==> config.mk <==
export PLATFORM = sky130hd
export DESIGN_NAME = io_bus_master
export DESIGN_NICKNAME = d
export VERILOG_FILES = /design/src/rtl/io_bus_pkg.sv /design/src/rtl/io_bus_align_chk.sv /design/src/rtl/io_bus_master.sv
export SDC_FILE = /design/constraint.sdc
export NUM_CORES = 1
export LEC_CHECK = 0
export CAP_MARGIN = 20
export CORE_MARGIN = 5
export CORE_UTILIZATION = 42
export DETAILED_ROUTE_END_ITERATION = 10
export PLACE_DENSITY = 0.81
export RECOVER_POWER = 50
export SLEW_MARGIN = 20
export SYNTH_ARGS = -nofsm -noshare
export SYNTH_HDL_FRONTEND = slang
export SYNTH_SLANG_ARGS = --single-unit
==> constraint.sdc <==
create_clock -name AClkH -period 2.5 [get_ports AClkH]
set_input_delay 0.5 -clock AClkH [delete_from_list [all_inputs] [get_ports AClkH]]
set_output_delay 0.5 -clock AClkH [all_outputs]
set_load 0.02 [all_outputs]
==> src/rtl/io_bus_pkg.sv <==
// Shared encodings and helpers for the 16-bit-address / 64-bit-data IO bus.
package io_bus_pkg;

  localparam logic [1:0] IoSizeB = 2'd0;
  localparam logic [1:0] IoSizeW = 2'd1;
  localparam logic [1:0] IoSizeD = 2'd2;
  localparam logic [1:0] IoSizeQ = 2'd3;

  localparam logic [1:0] IoErrOk    = 2'd0;
  localparam logic [1:0] IoErrAddr  = 2'd1;
  localparam logic [1:0] IoErrTout  = 2'd2;
  localparam logic [1:0] IoErrAlign = 2'd3;

  typedef enum logic [1:0] {
    StIdle   = 2'd0,
    StAccess = 2'd1,
    StResp   = 2'd2
  } io_state_e;

  function automatic logic [3:0] io_strobe(input logic [1:0] size);
    io_strobe = 4'b0001 << size;
  endfunction

  function automatic logic [63:0] io_mask(input logic [1:0] size);
    case (size)
      IoSizeB: io_mask = 64'h0000_0000_0000_00FF;
      IoSizeW: io_mask = 64'h0000_0000_0000_FFFF;
      IoSizeD: io_mask = 64'h0000_0000_FFFF_FFFF;
      default: io_mask = '1;
    endcase
  endfunction

endpackage

==> src/rtl/io_bus_align_chk.sv <==
// Combinational request decode: misalignment test, one-hot strobe and data mask.
module io_bus_align_chk
  import io_bus_pkg::*;
(
  input  logic [2:0]  i_addr_lo,
  input  logic [1:0]  i_size,
  output logic        o_misalign,
  output logic [3:0]  o_strobe,
  output logic [63:0] o_mask
);

  logic [2:0] w_lo_mask;

  always_comb begin
    case (i_size)
      IoSizeB: w_lo_mask = 3'b000;
      IoSizeW: w_lo_mask = 3'b001;
      IoSizeD: w_lo_mask = 3'b011;
      default: w_lo_mask = 3'b111;
    endcase
  end

  assign o_misalign = |(i_addr_lo & w_lo_mask);
  assign o_strobe   = io_strobe(i_size);
  assign o_mask     = io_mask(i_size);

endmodule

==> src/rtl/io_bus_master.sv <==
// IO bus initiator: one bus access per core request, status-coded response.
// Optional error flag/counter ports are built when IO_BUS_MASTER_ERR_IRQ_EN is defined.
module io_bus_master
  import io_bus_pkg::*;
#(
  parameter int unsigned CAddrBits = 16,
  parameter int unsigned CToutCnt  = 4
) (
  input  logic                 AClkH,
  input  logic                 AResetHN,
  input  logic                 AClkHEn,
  input  logic                 AReqValid,
  output logic                 AReqReady,
  input  logic [CAddrBits-1:0] AReqAddr,
  input  logic                 AReqWr,
  input  logic [1:0]           AReqSize,
  input  logic [63:0]          AReqWrData,
  output logic                 ARspValid,
  input  logic                 ARspReady,
  output logic [63:0]          ARspRdData,
  output logic [1:0]           ARspErr,
  output logic [CAddrBits-1:0] AIoAddr,
  output logic [63:0]          AIoMosi,
  output logic [3:0]           AIoWrSize,
  output logic [3:0]           AIoRdSize,
  input  logic [63:0]          AIoMiso,
  input  logic                 AIoAddrAck,
  input  logic                 AIoAddrErr
`ifdef IO_BUS_MASTER_ERR_IRQ_EN
  ,
  output logic                 AErrIrq,
  input  logic                 AErrClr,
  output logic [7:0]           AErrCnt
`endif
);

  io_state_e            r_state;
  logic                 r_req_ready;
  logic                 r_wr;
  logic [63:0]          r_rd_mask;
  logic [3:0]           r_tout_cnt;
  logic                 r_rsp_valid;
  logic [63:0]          r_rsp_rd_data;
  logic [1:0]           r_rsp_err;
  logic [CAddrBits-1:0] r_io_addr;
  logic [63:0]          r_io_mosi;
  logic [3:0]           r_io_wr_size;
  logic [3:0]           r_io_rd_size;

  logic                 w_misalign;
  logic [3:0]           w_strobe;
  logic [63:0]          w_mask;
  logic                 w_accept;
  logic                 w_tout;

  io_bus_align_chk u_align_chk (
    .i_addr_lo  (AReqAddr[2:0]),
    .i_size     (AReqSize),
    .o_misalign (w_misalign),
    .o_strobe   (w_strobe),
    .o_mask     (w_mask)
  );

  assign w_accept = (r_state == StIdle) && r_req_ready && AReqValid;
  assign w_tout   = (r_tout_cnt == 4'(CToutCnt - 1));

  always_ff @(posedge AClkH or negedge AResetHN) begin
    if (!AResetHN) begin
      r_state       <= StIdle;
      r_req_ready   <= 1'b0;
      r_wr          <= 1'b0;
      r_rd_mask     <= '0;
      r_tout_cnt    <= '0;
      r_rsp_valid   <= 1'b0;
      r_rsp_rd_data <= '0;
      r_rsp_err     <= IoErrOk;
      r_io_addr     <= '0;
      r_io_mosi     <= '0;
      r_io_wr_size  <= '0;
      r_io_rd_size  <= '0;
    end else if (AClkHEn) begin
      case (r_state)
        StIdle: begin
          r_req_ready <= 1'b1;
          if (w_accept) begin
            r_req_ready <= 1'b0;
            r_wr        <= AReqWr;
            r_rd_mask   <= w_mask;
            r_tout_cnt  <= '0;
            // Misaligned requests never touch the bus; address/data outputs keep old values.
            if (w_misalign) begin
              r_rsp_err     <= IoErrAlign;
              r_rsp_rd_data <= '0;
              r_rsp_valid   <= 1'b1;
              r_state       <= StResp;
            end else begin
              r_io_addr <= AReqAddr;
              r_io_mosi <= AReqWrData;
              if (AReqWr) r_io_wr_size <= w_strobe;
              else        r_io_rd_size <= w_strobe;
              r_state <= StAccess;
            end
          end
        end
        StAccess: begin
          if (AIoAddrErr || AIoAddrAck || w_tout) begin
            r_io_wr_size <= '0;
            r_io_rd_size <= '0;
            r_rsp_valid  <= 1'b1;
            r_state      <= StResp;
            if (AIoAddrErr) begin
              r_rsp_err     <= IoErrAddr;
              r_rsp_rd_data <= '0;
            end else if (AIoAddrAck) begin
              r_rsp_err     <= IoErrOk;
              r_rsp_rd_data <= r_wr ? '0 : (AIoMiso & r_rd_mask);
            end else begin
              r_rsp_err     <= IoErrTout;
              r_rsp_rd_data <= '0;
            end
          end else begin
            r_tout_cnt <= r_tout_cnt + 4'd1;
          end
        end
        StResp: begin
          if (ARspReady) begin
            r_rsp_valid <= 1'b0;
            r_req_ready <= 1'b1;
            r_state     <= StIdle;
          end
        end
        default: r_state <= StIdle;
      endcase
    end
  end

  assign AReqReady  = r_req_ready;
  assign ARspValid  = r_rsp_valid;
  assign ARspRdData = r_rsp_rd_data;
  assign ARspErr    = r_rsp_err;
  assign AIoAddr    = r_io_addr;
  assign AIoMosi    = r_io_mosi;
  assign AIoWrSize  = r_io_wr_size;
  assign AIoRdSize  = r_io_rd_size;

`ifdef IO_BUS_MASTER_ERR_IRQ_EN
  logic       w_err_set;
  logic       r_err_irq;
  logic [7:0] r_err_cnt;

  assign w_err_set = AClkHEn &&
                     ((w_accept && w_misalign) ||
                      ((r_state == StAccess) && (AIoAddrErr || (!AIoAddrAck && w_tout))));

  // A new error on the same edge as a clear wins: flag stays set, count restarts at one.
  always_ff @(posedge AClkH or negedge AResetHN) begin
    if (!AResetHN) begin
      r_err_irq <= 1'b0;
      r_err_cnt <= '0;
    end else if (w_err_set) begin
      r_err_irq <= 1'b1;
      if (AErrClr)                r_err_cnt <= 8'd1;
      else if (r_err_cnt != '1)   r_err_cnt <= r_err_cnt + 8'd1;
    end else if (AClkHEn && AErrClr) begin
      r_err_irq <= 1'b0;
      r_err_cnt <= '0;
    end
  end

  assign AErrIrq = r_err_irq;
  assign AErrCnt = r_err_cnt;
`endif

endmodule

# After elaboration in Yosys (flattened, before gate mapping)
# Cells that the tools add are included.
# word_totals
input_bits	154
register_bits	227
output_inout_bits	156
word_cells	89
# op_classes
add_sub_neg	1
muxes	40
eq_ne	13
reduce_logical	19
shift	1
n_bitwise	3
# ops
operator	count
64-bit two-way mux	6
64-bit one-hot mux with 3 select lines	1
64-bit one-hot mux with 2 select lines	1
64-bit AND	1
4-bit two-way mux	9
4-bit one-hot mux with 2 select lines	3
2-bit two-way mux	9
6-bit AND reduction	3
2-bit != test, second input constant	7
4-bit AND reduction	3
3-bit one-hot mux with 3 select lines	1
1-bit two-way mux	6
2-bit one-hot mux with 3 select lines	1
3-bit AND reduction	2
5-bit AND reduction	1
4-bit by 1-bit adder with 4-bit output, second input constant	1
2-bit by 1-bit equality test with 1-bit output, second input constant	2
2-bit equality test, second input constant	2
4-bit by 2-bit equality test with 1-bit output, second input constant	1
2-bit zero test	2
2-bit one-hot mux with 2 select lines	1
2-bit nonzero test	2
1-bit by 2-bit left shift with 4-bit output, first input constant	1
3-bit AND	1
8 further kinds	10

# Logic depth before layout (Yosys ltp)
# depth
word_depth	7
depth_mapped	7

# Hierarchy
# From an unflattened synthesis, not the netlist that was laid out.
# hier_totals
cells_unflattened	752
area_unflattened_um2	9372.7
# by_module_without_submodules
module	area_each_um2	cells_per_inst	instances
io_bus_master	8852.2	679	1
io_bus_align_chk	520.5	73	1

# Worst setup path before layout
# OpenSTA, ideal clock, no wires.
# synth_path
path_kind	reg-to-reg
from	register r_tout_cnt[0]
to	register r_io_wr_size[1], in the netlist AIoWrSize[1]
setup_ns	0.121
stages_incl_launch_ff	6
t_required_ns	2.379
setup_slack_ns	0.450
arrival_time_ns	1.929
cell_sequence	dfrtp_1 > ha_1 > or3b_1 > a211o_1 > or4b_4 > a22o_1
# synth_via
elab_chain_cells	4
# synth_lines
item	line	source
start, declared	io_bus_master.sv:41	logic [3:0] r_tout_cnt;
start signal, assigned	io_bus_master.sv:122	r_tout_cnt <= r_tout_cnt + 4'd1;
4-bit by 2-bit equality test with 1-bit output	io_bus_master.sv:65	assign w_tout = (r_tout_cnt == 4'(CToutCnt - 1));
1-bit logical OR	io_bus_master.sv:106	if (AIoAddrErr || AIoAddrAck || w_tout) begin
2-bit != test (no source line)	-	
6-bit AND reduction (no source line)	-	
end signal, assigned	io_bus_master.sv:99	if (AReqWr) r_io_wr_size <= w_strobe;
end, declared	io_bus_master.sv:47	logic [3:0] r_io_wr_size;
# No other way between the ends.
# A chain may end at the register's enable or synchronous reset.

# Final worst setup path
# layout_path
from	register r_tout_cnt[0]
to	register r_rsp_rd_data[21], in the netlist ARspRdData[21]
# layout_via
elab_chain_cells	4
# layout_lines
item	line	source
4-bit by 2-bit equality test with 1-bit output	io_bus_master.sv:65	
1-bit logical OR	io_bus_master.sv:106	
2-bit != test (no source line)	-	
5-bit AND reduction (no source line)	-	
end signal, assigned	io_bus_master.sv:116	r_rsp_rd_data <= r_wr ? '0 : (AIoMiso & r_rd_mask);
end, declared	io_bus_master.sv:43	logic [63:0] r_rsp_rd_data;
# No other way between the ends.

==> results_dict.tcl <==
set metrics [dict create \
    status "finished, final reports clean" \
    wirelength_um 18800 \
    postRouteAntennaNets 0 \
    synth_xor_area_share_pct 0 \
    fp.dieW_um 138 \
    grt_util_all_layers_pct 19.8 \
    cts_tree "yes" \
    fillers 1279 \
    core_area_um2 16300 \
    start_util_pct 42.3 \
    worst_ir_drop_vdd_mv 0.713 \
    boundaryPins 310 \
    setup_violations 0 \
    grt_overflow_total 0 \
    swShare_pct 33.2 \
    synth-adder-area-share_pct 0.181 \
    synth-simple-area-share_pct 7.46 \
    clockRootBuffer "clkbuf_16" \
    tightest_slew_ps 1370 \
    areaGrowthSynthToFinish_pct 59.1 \
    max_freq_mhz 431 \
    cp_cell_sequence "ha_1, or3b_1, a211o_1, nor3_4, buf_6, mux2i_1" \
    synth_fp_nets 704 \
    clk_pin_slew_ps 60 \
    io_buffers 309 \
    ys_ff_latch 167 \
    cp-end-kind "register" \
    cts_hold_buffers 0 \
    gp_congestion 0.804 \
    p_int_w 0.00743 \
    die-area_um2 19100 \
    cts_made_buffers 17 \
    vias 5282 \
    dpl.hpwl_um 14200 \
    yosysTopAreaCell "dfrtp_1" \
    grt_max_degree 53 \
    worstSetupPathType "register to register" \
    p_clk_share_pct 24.3 \
    cts_sinks 167 \
    grt_pass1_wl_um 30400 \
    h-tree-depth 4 \
    layout.nets 1037 \
    skew_ps 9.76 \
    leakage_nw 4.67 \
    slowest_delay_ps 390 \
    cp_slowest_cell "dfrtp_1" \
    drt_pass1_iterations 5 \
    synth_top_family_by_area "multiplexers" \
    synth.avg_cell_area_um2 12.6 \
    cts_resized 0 \
    rows 47 \
    cp_max_fo 18 \
    clock_latency_ps 420 \
    layout_common_cells "clkdlybuf4s50_1 (237), dfrtp_1 (167), mux2_2 (75)" \
    antenna_found_initial 1 \
    switching_power_w 0.00370 \
    final_common_cell "clkdlybuf4s50_1" \
    drt_iter0_markers 189 \
    powerDensity_nw_per_um2 1010 \
    drc_errors 0 \
    min_path_type "primary input to async pin" \
    cp_top_family "simple AND/OR/NAND/NOR gates" \
    slew_violations 0 \
    via_per_inst 4.74 \
    worstPathArrival_ps 2650 \
    synth.area.mux_share_pct 22.9 \
    dp_cells 1083 \
    required_ps 2830 \
    grt_setup_unrepaired "yes" \
    die_y_um 138 \
    ys_warn_count 0 \
    seqPwrFrac_pct 36.1 \
    wl_per_cell_um 16.9 \
    grt_pass1_vias 5621 \
    start_kind "register" \
    synthCells 549 \
    final_core_util_pct 67.3 \
    ys_seq_area_share_pct 60.4 \
    relSlewSlack_pct 8.67 \
    finalHoldViolations 0 \
    finalNonFillerCells 1115 \
    cts_max_path_buffers 2 \
    post-route-period-util_pct 92.9 \
    synth_compound_area_share_pct 3.08 \
    cts_setup_buffers 0 \
    cap_viol_max_count 0 \
    synth_area_um2 6910 \
    synth_cell_types 40 \
    drive_above_1_share_pct 15.4 \
    crit_buf_inv 1 \
    min_period_ps 2320 \
    synth_top_area_share_pct 60.4 \
    yosys-top-cells-area "dfrtp_1 (60%), mux2_2 (12%), mux2i_1 (9.3%)" \
    pwr-share-comb_pct 39.6 \
]
state kept, by name, indices dropped and copies added, names as in the netlist, 4 cells and up:
register	cells
AIoRdSize	4
r_tout_cnt	4
r_rd_mask	4
ARspRdData	64
AIoWrSize	4
AIoMosi	64
AIoAddr	16
through the flow:
step / total power [W] / hold slack (ps) / TNS, ps / setup WS (ps) / instance area (um2)
detailed placement: 0.00864 / 459 / -34.9 / -10.5 / 10400
CTS: 0.0114 / 33.9 / 0 / 78.4 / 11000
global route: 0.0117 / 477 / -6.44 / -6.44 / 11000
floorplan: 0.00627 / 204 / 0 / 450 / 6910
finish: 0.0111 / 377 / 0 / 177 / 11000
global placement: 0.00857 / 433 / 0 / 66.9 / 10400
kinds of logic (layout without fill, tap and decap cells):
group / count (synthesis) / in the layout
buf+inv: 96 / 441
fa+ha+maj: 1 / 1
compound gates: 30 / 30
flops: 167 / 167
mux: 148 / 148
other cells: 0 / 1
simple gates: 107 / 107
worst reg2reg max path, cell delays in order, from the launching register on:
cell,delay (ps)
dfrtp_1,390
ha_1,170
or3b_1,370
a211o_1,390
nor3_4,360
buf_6,300
mux2i_1,260
cells in the mapped netlist:
library cell and instances:
nor3_1 1, nand3_1 4, buf_4 1, nor2_4 1, a211oi_1 1, o31ai_1 3
nand3b_1 1, or3b_1 2, clkbuf_1 2, or2_1 2, and2_1 2, a2111oi_0 1
nor3_2 5, ha_1 1, a2bb2oi_1 1, a211o_1 2, nor4b_1 1, or4b_4 1
a22o_1 4, mux2i_1 64, buf_2 17, buf_6 3, dfrtp_1 167, or3_1 1
a21o_1 4, o21ai_0 4, o22ai_1 1, nor4_1 3, nand2b_1 3, mux2_2 75
mux2_1 9, nand2_1 69, a21oi_1 5, or3b_2 1, inv_1 73, a31oi_1 1
a21boi_0 1, or4_1 2, nor2_1 8, o2bb2ai_1 2
path summary, 6_finish.rpt:
kind | depth (start not counted) | start | slack [ps] | to
min | 1 | AResetHN | 380 | ARspRdData[11]$_DFFE_PN0P_
max reg2reg | 6 | r_tout_cnt[0]$_DFFE_PN0P_ | 180 | ARspRdData[21]$_DFFE_PN0P_
max | 6 | r_tout_cnt[0]$_DFFE_PN0P_ | 180 | ARspRdData[21]$_DFFE_PN0P_
min in group AClkH | 2 | r_rd_mask[7]$_DFFE_PN0P_ | 470 | r_rd_mask[7]$_DFFE_PN0P_
min reg2reg | 2 | r_rd_mask[7]$_DFFE_PN0P_ | 470 | r_rd_mask[7]$_DFFE_PN0P_
max in group asynchronous | 2 | AResetHN | 460 | ARspRdData[38]$_DFFE_PN0P_
cell type report:
cell class              count  area [um2]  area share (%)
flip-flops and latches    167        4180            38.0
clock buffers              21         460            4.19
clock inverters            10         145            1.32
well taps                 220         275            2.50
repair buffers            337        3320            30.2
inverters                  73         274            2.49
diodes                      1        2.50          0.0227
multi-input cells         286        2340            21.3
per-layer routing:
| layer | up-vias | share of wire (%) | global-route usage, % |
|---|---|---|---|
| met5 | - | 0 | 0 |
| met4 | 0 | 1.5 | 5.67 |
| met3 | 19 | 10 | 8.98 |
| met2 | 213 | 48 | 32.1 |
| met1 | 2570 | 40 | 23.9 |
| li1 | 2480 | - | - |
power groups by stage:
stage	clock, W	combinational (W)	sequential [W]
final	0.00271	0.00440	0.00402
after global placement	0	0.00452	0.00404
after detailed placement	0	0.00457	0.00407
after floorplan	0	0.00128	0.00499
after CTS	0.00278	0.00460	0.00404
after global routing	0.00291	0.00469	0.00414
No activity file was read; power rests on OpenSTA's default activity.
